[src/rtl/dispatch_writeback_arbiter_pkg.sv]
// dispatch_writeback_arbiter_pkg: shared GR file widths and the one-hot register decode
package dispatch_writeback_arbiter_pkg;
  localparam int GR_ADDR_W = 5;
  localparam int GR_DATA_W = 32;
  localparam int GR_NUM = 32;
  function automatic logic [GR_NUM-1:0] gr_onehot(input logic [GR_ADDR_W-1:0] a);
    return GR_NUM'(1) << a;
  endfunction
endpackage

[src/rtl/dispatch_writeback_arbiter_fifo.sv]
// dispatch_writeback_fifo: per-source writeback queue exposing every slot's address for the pending decode
module dispatch_writeback_fifo
  import dispatch_writeback_arbiter_pkg::*;
#(
  parameter int P_DEPTH = 4,
  parameter int P_DEPTH_N = 2
) (
  input  logic iCLOCK,
  input  logic inRESET,
  input  logic iRESET_SYNC,
  input  logic iPUSH,
  input  logic [GR_ADDR_W-1:0] iADDR,
  input  logic [GR_DATA_W-1:0] iDATA,
  input  logic iPOP,
  output logic [GR_ADDR_W-1:0] oHEAD_ADDR,
  output logic [GR_DATA_W-1:0] oHEAD_DATA,
  output logic oFULL,
  output logic [P_DEPTH_N:0] oCOUNT,
  output logic [P_DEPTH-1:0] oENTRY_VALID,
  output logic [P_DEPTH*GR_ADDR_W-1:0] oENTRY_ADDR
);
  logic [GR_ADDR_W-1:0] addr_mem [P_DEPTH];
  logic [GR_DATA_W-1:0] data_mem [P_DEPTH];
  logic [P_DEPTH_N-1:0] wr_ptr, rd_ptr;
  logic push, pop;
  assign oFULL = oCOUNT == (P_DEPTH_N+1)'(P_DEPTH);
  assign push = iPUSH && !oFULL;
  assign pop = iPOP && oCOUNT != '0;
  assign oHEAD_ADDR = addr_mem[rd_ptr];
  assign oHEAD_DATA = data_mem[rd_ptr];
  always_ff @(posedge iCLOCK or negedge inRESET)
    if (!inRESET) begin
      wr_ptr <= '0;
      rd_ptr <= '0;
      oCOUNT <= '0;
    end else if (iRESET_SYNC) begin
      wr_ptr <= '0;
      rd_ptr <= '0;
      oCOUNT <= '0;
    end else begin
      if (push) wr_ptr <= wr_ptr + 1'b1;
      if (pop) rd_ptr <= rd_ptr + 1'b1;
      oCOUNT <= oCOUNT + (P_DEPTH_N+1)'(push) - (P_DEPTH_N+1)'(pop);
    end
  always_ff @(posedge iCLOCK)
    if (push && !iRESET_SYNC) begin
      addr_mem[wr_ptr] <= iADDR;
      data_mem[wr_ptr] <= iDATA;
    end
  // A slot is live when its distance from the read pointer is below the count
  for (genvar i = 0; i < P_DEPTH; i++) begin : g_entry
    logic [P_DEPTH_N-1:0] off;
    assign off = P_DEPTH_N'(i) - rd_ptr;
    assign oENTRY_VALID[i] = {1'b0, off} < oCOUNT;
    assign oENTRY_ADDR[i*GR_ADDR_W +: GR_ADDR_W] = addr_mem[i];
  end
endmodule

[src/rtl/dispatch_writeback_arbiter.sv]
// dispatch_writeback_arbiter: merges ALU and LSU writebacks into one registered GR write port
module dispatch_writeback_arbiter
  import dispatch_writeback_arbiter_pkg::*;
#(
  parameter int P_DEPTH = 4,
  parameter int P_DEPTH_N = 2,
  parameter int P_STARVE = 3
) (
  input  logic iCLOCK,
  input  logic inRESET,
  input  logic iRESET_SYNC,
  input  logic iALU_VALID,
  input  logic [GR_ADDR_W-1:0] iALU_ADDR,
  input  logic [GR_DATA_W-1:0] iALU_DATA,
  output logic oALU_FULL,
  input  logic iLSU_VALID,
  input  logic [GR_ADDR_W-1:0] iLSU_ADDR,
  input  logic [GR_DATA_W-1:0] iLSU_DATA,
  output logic oLSU_FULL,
  output logic oWR_VALID,
  output logic [GR_ADDR_W-1:0] oWR_ADDR,
  output logic [GR_DATA_W-1:0] oWR_DATA,
  output logic [GR_NUM-1:0] oPENDING
);
  localparam int SW = $clog2(P_STARVE + 1);
  logic [GR_ADDR_W-1:0] alu_head_addr, lsu_head_addr;
  logic [GR_DATA_W-1:0] alu_head_data, lsu_head_data;
  logic [P_DEPTH_N:0] alu_count, lsu_count;
  logic [P_DEPTH-1:0] alu_entry_valid, lsu_entry_valid;
  logic [P_DEPTH*GR_ADDR_W-1:0] alu_entry_addr, lsu_entry_addr;
  logic [SW-1:0] starve_cnt, starve_nxt;
  logic alu_ne, lsu_ne, starved, pop_alu, pop_lsu;
  logic [GR_NUM-1:0] pending;
  dispatch_writeback_fifo #(.P_DEPTH(P_DEPTH), .P_DEPTH_N(P_DEPTH_N)) u_alu_fifo (
    .iCLOCK(iCLOCK), .inRESET(inRESET), .iRESET_SYNC(iRESET_SYNC),
    .iPUSH(iALU_VALID), .iADDR(iALU_ADDR), .iDATA(iALU_DATA), .iPOP(pop_alu),
    .oHEAD_ADDR(alu_head_addr), .oHEAD_DATA(alu_head_data), .oFULL(oALU_FULL),
    .oCOUNT(alu_count), .oENTRY_VALID(alu_entry_valid), .oENTRY_ADDR(alu_entry_addr)
  );
  dispatch_writeback_fifo #(.P_DEPTH(P_DEPTH), .P_DEPTH_N(P_DEPTH_N)) u_lsu_fifo (
    .iCLOCK(iCLOCK), .inRESET(inRESET), .iRESET_SYNC(iRESET_SYNC),
    .iPUSH(iLSU_VALID), .iADDR(iLSU_ADDR), .iDATA(iLSU_DATA), .iPOP(pop_lsu),
    .oHEAD_ADDR(lsu_head_addr), .oHEAD_DATA(lsu_head_data), .oFULL(oLSU_FULL),
    .oCOUNT(lsu_count), .oENTRY_VALID(lsu_entry_valid), .oENTRY_ADDR(lsu_entry_addr)
  );
  // ALU has priority; the LSU is forced through once it has lost P_STARVE times in a row
  always_comb begin
    alu_ne = alu_count != '0;
    lsu_ne = lsu_count != '0;
    starved = starve_cnt == SW'(P_STARVE);
    pop_lsu = lsu_ne && (!alu_ne || starved);
    pop_alu = alu_ne && !pop_lsu;
    starve_nxt = (!lsu_ne || pop_lsu) ? '0 : starved ? starve_cnt : starve_cnt + 1'b1;
  end
  always_comb begin
    pending = oWR_VALID ? gr_onehot(oWR_ADDR) : '0;
    for (int k = 0; k < P_DEPTH; k++) begin
      if (alu_entry_valid[k]) pending |= gr_onehot(alu_entry_addr[k*GR_ADDR_W +: GR_ADDR_W]);
      if (lsu_entry_valid[k]) pending |= gr_onehot(lsu_entry_addr[k*GR_ADDR_W +: GR_ADDR_W]);
    end
  end
  assign oPENDING = pending;
  always_ff @(posedge iCLOCK or negedge inRESET)
    if (!inRESET) begin
      starve_cnt <= '0;
      oWR_VALID <= 1'b0;
      oWR_ADDR <= '0;
      oWR_DATA <= '0;
    end else if (iRESET_SYNC) begin
      starve_cnt <= '0;
      oWR_VALID <= 1'b0;
      oWR_ADDR <= '0;
      oWR_DATA <= '0;
    end else begin
      starve_cnt <= starve_nxt;
      oWR_VALID <= pop_alu || pop_lsu;
      if (pop_alu || pop_lsu) begin
        oWR_ADDR <= pop_lsu ? lsu_head_addr : alu_head_addr;
        oWR_DATA <= pop_lsu ? lsu_head_data : alu_head_data;
      end
    end
endmodule
[config.mk]
export PLATFORM = sky130hd
export DESIGN_NAME = dispatch_writeback_arbiter
export DESIGN_NICKNAME = d
export VERILOG_FILES = /design/src/rtl/dispatch_writeback_arbiter_pkg.sv /design/src/rtl/dispatch_writeback_arbiter_fifo.sv /design/src/rtl/dispatch_writeback_arbiter.sv
export SDC_FILE = /design/constraint.sdc
export NUM_CORES = 1
export LEC_CHECK = 0
export CORE_AREA = 2 2 238 182
export DETAILED_ROUTE_END_ITERATION = 6
export DIE_AREA = 0 0 240 184
export GPL_TIMING_DRIVEN = 0
export PLACE_DENSITY = 0.57
export SYNTH_ARGS = -nofsm -noshare
export SYNTH_HDL_FRONTEND = slang
export SYNTH_HIERARCHICAL = 1
export SYNTH_SLANG_ARGS = --single-unit
export TNS_END_PERCENT = 30
[constraint.sdc]
create_clock -name iCLOCK -period 2.8 [get_ports iCLOCK]
set_clock_uncertainty 0.05 [all_clocks]
set_input_delay 0.42 -clock iCLOCK [delete_from_list [all_inputs] [get_ports iCLOCK]]
set_output_delay 0.42 -clock iCLOCK [all_outputs]
set_load 0.02 [all_outputs]
==> summary.md, run 1 <==
| Metric | Value |
|---|---|
| Sum of buffers and inverters on the critical path | `5` |
| Delay-heaviest family, CP | `simple AND/OR/NAND/NOR gates` |
| Global Route Usage Sum | `a little under a quarter` |
| Synth Area per Inst | `between 15 and 20 µm²` |
| Met3 Use GR | `7.21%` |
| # fillers | `3648` |
| Clock buffer depth | `3` |
| Post-synth top cells | `edfxtp_1, o22ai_1, mux4_2, dfrtp_1, mux2i_1` |
| Count of cell types in the netlist | `54` |
| Area grow syn2layout | `26.5%` |
| WL final | `about 51000 µm` |
| Final Util | `roughly half` |
| Slew @ Worst Pin | `0.869 ns` |
| Switching share of power | `roughly 34%` |
| Post-synth EDFFs | `296` |
| Register share of total power | `a little over a third` |
| Initial antenna violation count | `4` |
| # IOs | `between 150 and 200` |
| CP max stage delay | `around 0.47 ns` |
| Cells after DPL | `1726` |
| Worst-path fanout max | `8` |
| PD cells | `approximately 900 mW/mm²` |
| Final GP Congestion | `0.962` |
| Largest net degree at the start of global routing | `between 50 and 60` |
| Area of the die | `between 0.04 and 0.05 mm²` |
| Vias | `approximately 11000` |
| Final worst slack | `-0.765 ns` |
| Syn Inst Count | `about 1000` |
| Yosys top cell by area | `edfxtp_1` |
| Critical path's slowest cell | `dfrtp_2` |
| Critical path class | `flop to primary output` |
| RSZ-0062 raised after global routing | `yes` |
| Global routing's busiest layer | `met2` |
| Hold EP | `starve_cnt[0]` |
| Worst R2R End | `u_alu_fifo/oCOUNT[2]` |
| DRC Markers | `0` |
| Post-DRT Antenna Nets | `0` |
| TNS Setup | `-21.76 ns` |
| WL/cell | `~28 µm` |
| Area contributors post-synth | `edfxtp_1, mux4_2, dfrtp_1, o22ai_1, mux2i_1` |
| FF-to-FF path depth | `15` |
| Min Tclk post-route | `3.57 ns` |
| Vias in the first global route | `between 10000 and 15000` |
| Synth top area share | `55.1%` |
| Final Cycle Share | `127%` |
| CP Cell Sequence | `buf_12 > xnor2_4 > inv_2 > ha_4 > a21oi_2 > or2_4 > nand3b_1 > buf_4 > buf_6 > o32ai_2 > nor3_1 > o211ai_1 > buf_4` |
| First-pass GRT wire length | `73500 µm` |
| Pre-antenna DRT Iters | `6` |
| Slew headroom | `42.1%` |
| Mapped Area | `0.0161 mm²` |
| Crit path top cell by count | `buf_4` |
| Number of cell rows | `65` |
| RR Startpoint | `u_lsu_fifo/oCOUNT[1]` |
| Logic gate share of total power | `38.8%` |
| Crit path launch type | `flop` |
| Hold path depth | `1` |
| Final setup fails | `36` |
| Clk sinks | `between 300 and 400` |
| CTS buffer count | `36` |
| Fmax | `~280 MHz` |
| Final hold vios | `0` |
| Status | `complete, but fails checks` |
| Vias per cell | `between 5 and 6` |
| Int Power | `roughly 12 mW` |
| Diode count | `0` |
| Total congestion overflow | `0` |
| Synthesized flop and latch total | `350` |
| Hold Path Class | `flop to flop` |
| Critical path arrival | `around 3.1 ns` |
| Failing checks | `setup timing` |
| Clock Latency Late Sink | `about 0.54 ns` |
| Final Max Slew Viols | `0` |
| Initial Util | `38.8%` |
| H-tree Lvls | `2` |
| Met1 usage | `approximately 33%` |
| Layout cell share with drive strength beyond 1 | `between 20% and 30%` |
| Die Ht | `184 µm` |
| CTS root buf | `clkbuf_16` |
| Synth warn | `6` |
| Post-synthesis sequential area ratio | `a little under two thirds` |
| Top_reg_cell synth | `edfxtp_1` |
| Most used standard cell by instance count after synthesis | `edfxtp_1` |
| CTS tree | `done` |
| Die width | `~240 µm` |
| Switching Power | `~6.2 mW` |
| Power share of the clock group | `between 20% and 30%` |
| Worst path required time | `between 2 and 2.5 ns` |
| I/O Buffers | `150` |
| GRT met2 Usage | `around 34%` |
| R2R Setup Slk | `-0.45 ns` |
| Clock Pin Slew Worst Setup and Hold Paths | `0.06 ns` |
| Post-place setup slack | `-1.09 ns` |
| Launch point of the worst hold path | `starve_cnt[0]` |
| Nets | `between 1000 and 1500` |
| Max_cap viols | `0` |
| Asr flop ratio synth | `15.4%` |
| Fin cells | `roughly 1800` |
| CP Capture Type | `primary output` |
| Dpl hpwl | `between 30000 and 40000 µm` |
| Iteration-0 DRC Markers | `1171` |
| Syn nets | `roughly 1100` |
| Worst IR Drop VDD | `~0.00056 V` |
| Area of the core | `~0.042 mm²` |
| P_leak | `slightly below 7 nW` |
-- through the flow --
step	cell area (µm²)	hold slack, ns	power (mW)
after floorplan	16200	0.0744	10.7
after global placement	18400	0.374	13.1
after detailed placement	18600	0.370	13.2
after CTS	20000	0.378	18.1
after global routing	20400	0.413	19.1
final	20400	0.378	18.3
-- layout make-up --
class	count	area (µm²)	share of cell area (%)
Inverter	20	78.8	0.386
Timing Repair Buffer	205	1960	9.60
Multi-Input combinational cell	565	5860	28.7
Clock buffer	49	990	4.84
Buffer	61	460	2.25
Clock inverter	16	124	0.606
Tap cell	569	712	3.49
Sequential cell	350	10200	50.2
-- per-layer routing --
layer | up-vias | routed length [µm]
met5 | - | 44
met4 | 6 | 1360
met3 | 124 | 5130
met2 | 599 | 22000
met1 | 5598 | 22200
li1 | 4645 | -
-- sequential cells by signal, indices dropped and copies added, names as in the netlist --
| name | cells |
|---|---|
| oWR_ADDR | 5 |
| oWR_DATA | 32 |
| oWR_VALID | 1 |
| starve_cnt | 2 |
| u_alu_fifo/addr_mem | 20 |
| u_alu_fifo/data_mem | 128 |
| u_alu_fifo/oCOUNT | 3 |
| u_alu_fifo/rd_ptr | 2 |
| u_alu_fifo/wr_ptr | 2 |
| u_lsu_fifo/addr_mem | 20 |
| u_lsu_fifo/data_mem | 128 |
| u_lsu_fifo/oCOUNT | 3 |
| u_lsu_fifo/rd_ptr | 2 |
| u_lsu_fifo/wr_ptr | 2 |
-- worst max-delay path by stage --
stage                          from                          to  slack [ns]  cells past startpoint
6_report       u_lsu_fifo/rd_ptr[1]                oPENDING[20]       -0.77                     13
3_5_place_dp   u_lsu_fifo/rd_ptr[1]                 oPENDING[5]       -1.09                     10
2_1_floorplan  u_alu_fifo/rd_ptr[0]                 oPENDING[5]       -0.04                     10
5_1_grt        u_lsu_fifo/rd_ptr[1]                oPENDING[28]       -0.82                     11
3_3_place_gp            iRESET_SYNC  u_lsu_fifo/data_mem[1][12]       -1.30                      4
4_1_cts        u_alu_fifo/rd_ptr[0]                 oPENDING[5]       -0.76                     11
-- logic make-up after synthesis --
| group | count (synthesis) | synth area share [%] |
|---|---|---|
| adder cells (fa/ha/maj) | 23 | 1.88 |
| AND/OR/NAND/NOR | 209 | 8.80 |
| AO/OA/AOI/OAI | 210 | 9.47 |
| multiplexers | 113 | 12.8 |
| XOR/XNOR | 10 | 0.543 |
| buffers and inverters | 84 | 3.09 |
| flip-flops | 350 | 63.4 |
-- power groups by stage --
| stage | registers (mW) | logic, mW | clock network [mW] |
|---|---|---|---|
| after floorplan | 6.93 | 3.73 | 0 |
| after global placement | 6.77 | 6.37 | 0 |
| after detailed placement | 6.75 | 6.42 | 0 |
| after CTS | 6.65 | 6.74 | 4.67 |
| after global routing | 6.71 | 7.52 | 4.88 |
| final | 6.65 | 7.10 | 4.55 |
-- cell usage in the layout, fill, tap and decap left out, drive strengths merged, types with 3 or more instances in the layout --
cell type	instances
ha	21
edfxtp	296
buf	114
a21oi	10
or2	14
inv	21
o22ai	94
xnor2	8
nand4	9
nand3	3
o22a	24
nand2b	25
nand2	17
dfrtp	54
and2	8
nor4	3
nor3	31
mux4	74
or4b	9
nand4b	26
o21bai	3
clkdlybuf4s15	3
clkinv	13
nor2	28
o32ai	6
or4bb	18
clkdlybuf4s50	117
mux2i	39
nand4bb	5
o211ai	26
clkbuf	80
o2bb2ai	37
or3	3
-- repair_timing --
action,4_1_cts,5_1_grt
setup buffers,21,25
hold endpoints to repair,54,0
endpoints found under the setup margin,37,38
resized for setup,214,43
hold buffers,1,0
pin swaps,32,30
Note: power is estimated with default switching activity, not from simulation.
==> run 2: changes to the inputs <==
--- a/config.mk
+++ b/config.mk
@@ -5,11 +5,13 @@
 export SDC_FILE = /design/constraint.sdc
 export NUM_CORES = 1
 export LEC_CHECK = 0
-export CORE_AREA = 2 2 238 182
+export CELL_PAD_IN_SITES_DETAIL_PLACEMENT = 0
+export CELL_PAD_IN_SITES_GLOBAL_PLACEMENT = 2
+export CORE_AREA = 2 2 242 184
 export DETAILED_ROUTE_END_ITERATION = 6
-export DIE_AREA = 0 0 240 184
+export DIE_AREA = 0 0 244 186
 export GPL_TIMING_DRIVEN = 0
-export PLACE_DENSITY = 0.57
+export PLACE_DENSITY_LB_ADDON = 0.1
 export SYNTH_ARGS = -nofsm -noshare
 export SYNTH_HDL_FRONTEND = slang
 export SYNTH_HIERARCHICAL = 1
==> run 2 against run 1 <==
Via count is 1.1% lower. Cell area is 1.2% higher. Critical path depth down 3. Critical endpoint is now oPENDING[25]. Global-route usage grew 1.0 points. Largest power group unchanged. The run still ends with setup timing left. Fmax down 1.3%. Worst setup slack worse by 0.047 ns.
==> summary.md, run 2 (synthesis gave the netlist of run 1 again) <==
| Metric | Value |
|---|---|
| Die Ht | `186 µm` |
| Slew headroom | `roughly 37%` |
| Critical path arrival | `~3.1 ns` |
| Clock Pin Slew Worst Setup and Hold Paths | `approximately 0.060 ns` |
| Fin area | `~0.021 mm²` |
| Area of the core | `approximately 0.043 mm²` |
| Worst-path fanout max | `8` |
| H-tree Lvls | `2` |
| Commonest non-fill, non-tap cell in the layout | `edfxtp_1` |
| CP Cell Sequence | `inv_1 > ha_1 > a21oi_1 > or2_4 > nand4b_1 > buf_4 > o22ai_2 > nor3_2 > o211ai_1 > buf_4` |
| Critical path class | `flop to primary output` |
| Hold Path Class | `input pin to asynchronous set/reset pin` |
| Critical path's slowest cell | `dfrtp_2` |
| First-pass GRT wire length | `slightly below 80000 µm` |
| Iteration-0 DRC Markers | `between 1000 and 1500` |
| RSZ-0062 raised after global routing | `yes` |
| PD cells | `roughly 900 mW/mm²` |
| Final Cycle Share | `129%` |
| Sum of buffers and inverters on the critical path | `3` |
| Area post-placement | `approximately 0.019 mm²` |
| Final Power | `around 19 mW` |
| DR WL met2 | `around 23000 µm` |
| Dpl hpwl | `38300 µm` |
| Layout cell share with drive strength beyond 1 | `roughly 29%` |
| Diode count | `0` |
| Final Max Slew Viols | `0` |
| Fmax | `between 200 and 300 MHz` |
| Fin cells | `1846` |
| Most frequent cells in the layout | `edfxtp_1, clkdlybuf4s50_1, mux4_2, o22ai_1, buf_4` |
| CTS tree | `done` |
| Clock buffer depth | `3` |
| Worst IR Drop VDD | `a little over 0.0005 V` |
| Biggest regs | `u_alu_fifo/data_mem (128), u_lsu_fifo/data_mem (128), oWR_DATA (32)` |
| Die width | `244 µm` |
| Status | `complete, but fails checks` |
| Vias in the first global route | `between 10000 and 15000` |
| Vias | `10900` |
| Largest net degree at the start of global routing | `54` |
| Final Util | `48.1%` |
| CTS root buf | `clkbuf_16` |
| Max_cap viols | `0` |
| Final hold vios | `0` |
| Crit path launch type | `flop` |
| M1 wire length | `around 26000 µm` |
| Initial antenna violation count | `0` |
| Nets | `~1300` |
| WL final | `roughly 55000 µm` |
| Worst path required time | `~2.3 ns` |
| I/O Buffers | `150` |
| Number of cell rows | `66` |
| Clock Latency Late Sink | `approximately 0.54 ns` |
| Pre-antenna DRT Iters | `5` |
| Vias per cell | `between 5 and 6` |
| TNS Setup | `-21.56 ns` |
| Uppermost layer routed | `met4` |
| Slew @ Worst Pin | `around 0.95 ns` |
| Initial Util | `between 30% and 40%` |
| P_leak | `6.90 nW` |
| Crit path top cell by count | `buf_4` |
| Final setup fails | `37` |
| Clk sinks | `between 300 and 400` |
| Cells after DPL | `around 1700` |
| Stages on worst setup path | `10` |
| Final worst slack | `-0.813 ns` |
| Delay-heaviest family, CP | `buffers and inverters` |
| CP max stage delay | `roughly 0.47 ns` |
| Failing checks | `setup timing` |
| CP Capture Type | `primary output` |
| Min Tclk post-route | `3.61 ns` |
| Area of the die | `0.0454 mm²` |
| Post-DRT Antenna Nets | `0` |
| # IOs | `roughly 150` |
| Final GP Congestion | `0.957` |
| Area grow syn2layout | `28.1%` |
| FF-to-FF path depth | `14` |
| DRC Markers | `0` |
| Global Route Usage Sum | `roughly a quarter` |
| CTS buffer count | `37` |
| WL/cell | `29.7 µm` |
| Routed wl met3 | `~5200 µm` |
| Total congestion overflow | `0` |
-- run 2: changes by cell type in the layout (fill, tap and decap cells not counted), sizes merged --
cell / before / now
clkinv: 13 / 8
inv: 21 / 25
buf: 114 / 117
clkdlybuf4s15: 3 / 0
clkbuf: 80 / 82
clkinvlp: 1 / 2
-- run 2: per-layer routing --
| layer | GRT usage (%) | vias up |
|---|---|---|
| li1 | - | 4641 |
| met1 | 37.0 | 5647 |
| met2 | 33.7 | 488 |
| met3 | 7.53 | 75 |
| met4 | 4.15 | 0 |
| met5 | 0 | - |
-- run 2: final timing paths --
path / slack (ns) / from / to
max: -0.81 / u_lsu_fifo/oCOUNT[1] / oPENDING[25]
min: 0.17 / inRESET / oWR_DATA[23]
max reg2reg: -0.51 / u_lsu_fifo/oCOUNT[0] / u_alu_fifo/oCOUNT[2]
min reg2reg: 0.38 / starve_cnt[0] / starve_cnt[0]
max in group asynchronous: 1.97 / inRESET / u_alu_fifo/rd_ptr[1]
min in group iCLOCK: 0.38 / starve_cnt[0] / starve_cnt[0]
-- run 2: cell type report --
class | count | area (µm²)
multi-input combinational | 565 | 5980
timing repair buffer | 204 | 1990
fill | 3696 | 22300
sequential | 350 | 10200
buffer | 62 | 484
inverter | 20 | 77.6
clock buffer | 51 | 1040
clock inverter | 16 | 145
tap | 578 | 723
-- run 2: what timing repair did --
item,CTS,global route
hold buffers,1,0
endpoints found under the hold margin,54,0
setup buffers,30,14
setup endpoints to repair,37,38
resized for setup,245,46
pin swaps,32,40
-- run 2: per-stage QoR --
step | worst slack [ns] | hold WS [ns]
after global placement | -1.45 | 0.375
after detailed placement | -1.10 | 0.173
after global routing | -0.845 | 0.170
after CTS | -0.830 | 0.149
after floorplan | -0.0397 | 0.0744
final | -0.813 | 0.173
-- run 2: report_power, final --
group | internal (mW) | total [mW] | switching [mW]
logic | 3.25 | 7.16 | 3.91
clock network | 2.73 | 4.75 | 2.02
registers | 6.22 | 6.64 | 0.418
